File: config.mk
export PLATFORM = sky130hd
export DESIGN_NAME = id_hazard_unit
export DESIGN_NICKNAME = d
export VERILOG_FILES = /design/src/rtl/id_hazard_unit.sv
export SDC_FILE = /design/constraint.sdc
export NUM_CORES = 1
export LEC_CHECK = 0
export BUFFER_PORTS_ARGS = -buffer_cell sky130_fd_sc_hd__buf_2
export CORE_AREA = 3 3 41 79
export DETAILED_ROUTE_END_ITERATION = 7
export DIE_AREA = 0 0 44 82
export PLACE_DENSITY = 0.8
export SLEW_MARGIN = 15
export SYNTH_ARGS = -nofsm -noshare
export SYNTH_HDL_FRONTEND = slang
export SYNTH_SLANG_ARGS = --single-unit
File: constraint.sdc
create_clock -name clk -period 2.8 [get_ports clk]
set_input_delay 0.42 -clock clk [delete_from_list [all_inputs] [get_ports clk]]
set_output_delay 0.42 -clock clk [all_outputs]
set_load 0.01 [all_outputs]
File: src/rtl/id_hazard_unit.sv
// ID-stage hazard unit: load-use stall/bubble, EXE/MEM operand forwarding selects,
// and a saturating stall-cycle counter for performance debug.
module id_hazard_unit #(
  parameter int CNT_W = 16
) (
  input  logic             clk,
  input  logic             rst,
  input  logic [4:0]       id_rs,
  input  logic [4:0]       id_rt,
  input  logic             id_use_rs,
  input  logic             id_use_rt,
  input  logic             ewreg,
  input  logic             em2reg,
  input  logic             e_regrt,
  input  logic [4:0]       e_rt,
  input  logic [4:0]       e_rd,
  output logic             stall,
  output logic             bubble,
  output logic [1:0]       fwd_a,
  output logic [1:0]       fwd_b,
  output logic [CNT_W-1:0] stall_cnt
);

  typedef enum logic {RUN, STALL} state_t;

  localparam logic [CNT_W-1:0] CNT_ONE = {{(CNT_W-1){1'b0}}, 1'b1};

  logic [4:0]       w_e_dst;
  logic             r_m_wreg;
  logic             r_m_m2reg;
  logic [4:0]       r_m_dst;
  state_t           r_state;
  state_t           w_state_next;
  logic [CNT_W-1:0] r_stall_cnt;

  logic w_rs_exe, w_rt_exe, w_rs_mem, w_rt_mem, w_load_use;

  assign w_e_dst = e_regrt ? e_rt : e_rd;

  // Register 0 is hardwired, so it never participates in a match.
  assign w_rs_exe = id_use_rs && (id_rs != 5'd0) && ewreg    && (id_rs == w_e_dst);
  assign w_rt_exe = id_use_rt && (id_rt != 5'd0) && ewreg    && (id_rt == w_e_dst);
  assign w_rs_mem = id_use_rs && (id_rs != 5'd0) && r_m_wreg && (id_rs == r_m_dst);
  assign w_rt_mem = id_use_rt && (id_rt != 5'd0) && r_m_wreg && (id_rt == r_m_dst);

  assign w_load_use = em2reg && (w_rs_exe || w_rt_exe);
  assign stall      = w_load_use;
  assign bubble     = w_load_use;
  assign stall_cnt  = r_stall_cnt;

  // EXE beats MEM; an EXE load match selects regfile since the stall hides it.
  always_comb begin
    fwd_a = 2'd0;
    if (w_rs_exe) begin
      if (!em2reg) fwd_a = 2'd1;
    end else if (w_rs_mem) begin
      fwd_a = r_m_m2reg ? 2'd3 : 2'd2;
    end
  end

  always_comb begin
    fwd_b = 2'd0;
    if (w_rt_exe) begin
      if (!em2reg) fwd_b = 2'd1;
    end else if (w_rt_mem) begin
      fwd_b = r_m_m2reg ? 2'd3 : 2'd2;
    end
  end

  always_comb begin
    w_state_next = r_state;
    case (r_state)
      RUN:     w_state_next = w_load_use ? STALL : RUN;
      STALL:   w_state_next = w_load_use ? STALL : RUN;
      default: w_state_next = RUN;
    endcase
  end

  always_ff @(posedge clk or posedge rst) begin
    if (rst) begin
      r_m_wreg    <= 1'b0;
      r_m_m2reg   <= 1'b0;
      r_m_dst     <= 5'd0;
      r_state     <= RUN;
      r_stall_cnt <= '0;
    end else begin
      r_m_wreg  <= ewreg;
      r_m_m2reg <= em2reg;
      r_m_dst   <= w_e_dst;
      r_state   <= w_state_next;
      if (w_load_use && (r_stall_cnt != {CNT_W{1'b1}}))
        r_stall_cnt <= r_stall_cnt + CNT_ONE;
    end
  end

endmodule

# Yosys cells after proc, flatten, opt, wreduce, memory -nomap -nowiden
# Index checks and enable logic that the tools add are counted.
[totals]
out_inout_bits = 22
inputBits = 27
wordCells = 32
register_bits = 23
[classes]
eq_ne = 5
add_sub_neg = 1
mux = 7
n_reduce_logical = 15
[op_table]
columns = ["op", "n"]
rows = [
  ["5-bit == test", 4],
  ["16-bit by 1-bit adder with 16-bit output, second input constant", 1],
  ["16-bit inequality test, second input constant", 1],
  ["1-bit logical AND", 12],
  ["5-bit nonzero test", 2],
  ["2-bit two-way mux", 4],
  ["5-bit two-way mux", 1],
  ["1-bit two-way mux", 2],
  ["1-bit logical OR", 1],
]

# Depth between registers and ports, before layout
[logic_depth]
depth_word = 7
depth_mapped = 9
depth_no_buf = 8

# Least setup slack after synthesis
# Ideal clock, no wire load.
[synth_path]
kind = "in2out"
start = "input id_rt[1]"
end = "output stall"
arrival_time_ns = 1.839
path_buffers = 1
path_stages = 7
path_slack_ns = 0.541
t_required_ns = 2.380
path_cell_list = "or4_1 > o21ai_1 > nor4_2 > nand4_1 > nand2_1 > and2_1 > buf_4"
[synth_via]
elab_chain_cells = 6
word_cells_on_any_way = 7
cone_classes = "1 x eq/ne; 6 x reduce/logical"
[synth_lines]
columns = ["element", "line_no", "text"]
rows = [
  ["start: declaration", "9", "input logic [4:0] id_rt,"],
  ["5-bit nonzero test", "42", "assign w_rt_exe = id_use_rt && (id_rt != 5'd0) && ewreg && (id_rt == w_e_dst);"],
  ["1-bit logical AND (2 in a row)", "42", ""],
  ["1-bit logical AND (*)", "42", ""],
  ["1-bit logical OR (*)", "46", "assign w_load_use = em2reg && (w_rs_exe || w_rt_exe);"],
  ["1-bit logical AND (*)", "46", ""],
  ["end: declaration", "17", "output logic stall,"],
]
# Every way passes the cells marked *; elsewhere a longest branch is shown, timed or not.

# Worst setup path in the final report
[layout_path]
start = "input e_regrt"
end = "output bubble"
[layout_via]
elab_chain_cells = 5
word_cells_on_any_way = 7
cone_classes = "2 x eq/ne; 1 x mux; 4 x reduce/logical"
[layout_lines]
columns = ["element", "line_no", "text"]
rows = [
  ["start: declaration", "14", "input logic e_regrt,"],
  ["5-bit two-way mux (*)", "38", "assign w_e_dst = e_regrt ? e_rt : e_rd;"],
  ["5-bit == test (on tied branches)", "41, 42", ""],
  ["1-bit logical AND (on tied branches)", "41, 42", ""],
  ["1-bit logical OR (*)", "46", ""],
  ["1-bit logical AND (*)", "46", ""],
  ["end: declaration", "18", "output logic bubble,"],
]
# Marked as above.

==> results by group <==
Floorplanning
  • # IOs: 49
  • Die width: between 40 and 50 microns
  • Core box area: 2770 sq um
  • Initial Util: between 40% and 50%
  • Die area: 3608 sq um
  • Die height: approximately 80 microns
  • FP Rows: 27

Finish
  • Sequential cell area: approximately 580 sq um
  • Area Growth Syn to Fin: 20.93%
  • Multi-input logic area: 739.5 sq um
  • Most frequent cells in the layout: 48 x buf_2, 29 x xnor2_1, 23 x dfrtp_1, 12 x nand4_1, 12 x nand2_1
  • Fillers: between 200 and 250
  • Share of layout cells above drive strength 1: 31.15%
  • ANT cells: 0
  • Nets: 212
  • Most common cell after layout, fill and taps aside: buf_2

Hold path
  • Hold path start: ewreg
  • Hold Crit Endpoint: r_m_wreg
  • Worst hold path depth: 1
  • Worst min path class: in -> reg

Logic synthesis
  • Syn avg cell area: just over 10 sq um
  • Synth top area share: 41.86%
  • Mapped Nets: between 150 and 200
  • Sequential area share after synthesis: around two fifths
  • Mapped Area: around 1400 sq um
  • Post-synth EDFFs: 0
  • Post-Synthesis Cells: between 100 and 150
  • Share of flip-flops with an asynchronous set or reset: 100.0%
  • #FFs+latches synth: 23
  • Syn. warnings: 0
  • Dominant cell type by area after synthesis: dfrtp_1
  • Main synth FF type: dfrtp_1
  • Synth top area cells: dfrtp_1 42%, xnor2_1 18%, nand4_1 5.5%
  • Distinct cells, synth: 26

Power and ir drop
  • PD cells: about 420 nW/um^2
  • Seq pwr share: a little over half
  • Cell-internal power: 0.5099 mW
  • Clock power frac: around 28%
  • Combinational Power Share: ~19%
  • Switching share of power: about a quarter
  • LEAKAGE: ~0.8 nW
  • VDD IR max: between 0.0003 and 0.0004 V
  • Switch Pwr: roughly 0.19 mW

Clock network
  • Root Driver: clkbuf_8
  • Clk slew on worst S/H paths: about 80 ps
  • Post-CTS Setup Inserts: 0
  • CTS Buf Count: 3
  • CTS Hold Buffers Added: 0
  • Clock Sink Count: 23
  • CTS tree: yes
  • CTS resizes: 0
  • Clock Path Buffers: 2
  • Clock latency at the later pin of the worst-skew pair: about 260 ps
  • H-Tree Depth: 1

STA
  • Setup violations, final: 0
  • Final Skew: around 5.4 ps
  • Hold slack: between 300 and 400 ps
  • Slew Viols, Final: 0
  • Setup TNS: 0 ps
  • Final Hold Viols: 0
  • RSZ-0062 raised after global routing: false
  • Worst Max-Slew Pin Slew: approximately 850 ps
  • Max-slew headroom: a little over two fifths
  • Tmin final: between 2000 and 3000 ps
  • Peak Freq: roughly 390 MHz
  • Final period util: 91.45%

Placed design
  • Port bufs: 48
  • Routability cong.: roughly 0.92
  • Final HPWL DP: approximately 2.6 mm

Critical path
  • RR Endpoint: stall_cnt[1]
  • Critical Path Start Type: primary input
  • Cell Chain, Critical Path: buf_2 > mux2i_1 > xnor2_1 > nor4_2 > nand4_1 > nand2_1 > and2_1 > buf_2
  • Cell family with most CP delay: simple AND/OR/NAND/NOR gates
  • Critical-path cell with the highest stage delay: mux2i_1
  • Critical path fanouts, max: 6
  • Setup CP Type: in -> out
  • Crit path top cell by count: buf_2
  • FF-to-FF path depth: 7
  • Worst Path Arrival: 2140 ps
  • Max incr delay on CP: 400 ps
  • Sum of buffers and inverters on the critical path: 2
  • Critical path required time: 2380 ps
  • R2R Path Start: stall_cnt[0]
  • Worst setup EP type: output pin
  • FF-to-FF setup slack: approximately 760 ps

Global route
  • Antenna violations before repair: 0
  • Largest net degree at the start of global routing: 24
  • Total grt overflow: 0
  • GRT Util Overall: between 10% and 20%
  • First-pass GRT wire length: roughly 5.3 mm
  • Vias in the first global route: roughly 1300

Route
  • Routed WL: 3.247 mm
  • Antenna Violating Nets Remaining: 0
  • Drt pass-1 iters: 4
  • Via Count: around 1200
  • Via density: about 5.6
  • Initial drt markers: 15
  • Wire length per cell: about 15 microns
  • DRC viols: 0

Job
  • Max-cap violations: 0

Run status
  • Status: completed
## cells by family after synthesis
| family | after synthesis | synth area share [%] |
|---|---|---|
| compound gates | 7 | 2.912 |
| xor+xnor | 34 | 21.66 |
| fa+ha+maj | 1 | 0.9098 |
| buf+inv | 11 | 4.368 |
| flops | 23 | 41.86 |
| mux | 7 | 7.097 |
| simple gates | 52 | 21.20 |
## registers in the layout (all words and copies together) (netlist names)
name       cells
r_m_dst        5
r_m_m2reg      1
r_m_wreg       1
stall_cnt     16
## cells in the mapped netlist (all sizes together) (3+ instances only)
library cell	count
mux2i	5
buf	3
nand2	12
inv	7
and2	3
nor2	4
dfrtp	23
xnor2	29
o21ai	4
nor4	3
and3	3
nand3	10
xor2	5
nand4	13
## layout make-up
cell class	instances	share of cell area (%)
Multi-Input combinational cell	101	44.47
Inverter	7	1.580
Tap cell	29	2.182
Timing Repair Buffer	48	14.45
Sequential cell	23	34.61
Clock buffer	4	2.709
## through the flow
step | area, sq um | cells | power, mW | setup slack [ps] | utilization [%]
2_1_floorplan | 1375 | 135 | 0.4532 | 541.2 | -
3_3_place_gp | 1618 | 208 | 0.4976 | 248.9 | 58.40
3_5_place_dp | 1618 | 208 | 0.5071 | 214.5 | 58.40
4_1_cts | 1663 | 212 | 0.7045 | 227.7 | 60.03
5_1_grt | 1663 | 212 | 0.7332 | 50.44 | 60.03
6_report | 1663 | 212 | 0.6959 | 239.3 | 60.03
## power groups by stage
stage	clock [mW]	sequential, mW	combinational, mW
2_1_floorplan	0	0.377	0.0760
3_3_place_gp	0	0.374	0.123
3_5_place_dp	0	0.377	0.130
4_1_cts	0.204	0.370	0.131
5_1_grt	0.217	0.373	0.144
6_report	0.197	0.370	0.129
## how the worst max path moves through the flow
stage / from / endpoint / cells past startpoint
after floorplan: id_rt[1] / stall / 7
after global placement: id_rt[1] / bubble / 8
after detailed placement: e_regrt / stall_cnt[1] / 7
after CTS: e_regrt / bubble / 8
after global routing: e_regrt / stall / 8
final: e_regrt / bubble / 8
## per-layer routing
| metal | global-route usage (%) | part of all wire [%] | vias to the layer above |
|---|---|---|---|
| met5 | 0 | 0 | - |
| met4 | 13.29 | 5.4 | 0 |
| met3 | 2.412 | 6.5 | 14 |
| met2 | 36.70 | 53 | 51 |
| met1 | 19.00 | 35 | 556 |
| li1 | - | - | 567 |
## worst register-to-register path: stages, from the launching register on
cell     delay (ps)
dfrtp_1         450
ha_1            250
inv_1            70
nor4_1          510
nand2_1         120
nand2_1         100
a21oi_2          90
mux2_1          340
Power figures use the tool's default switching activity.
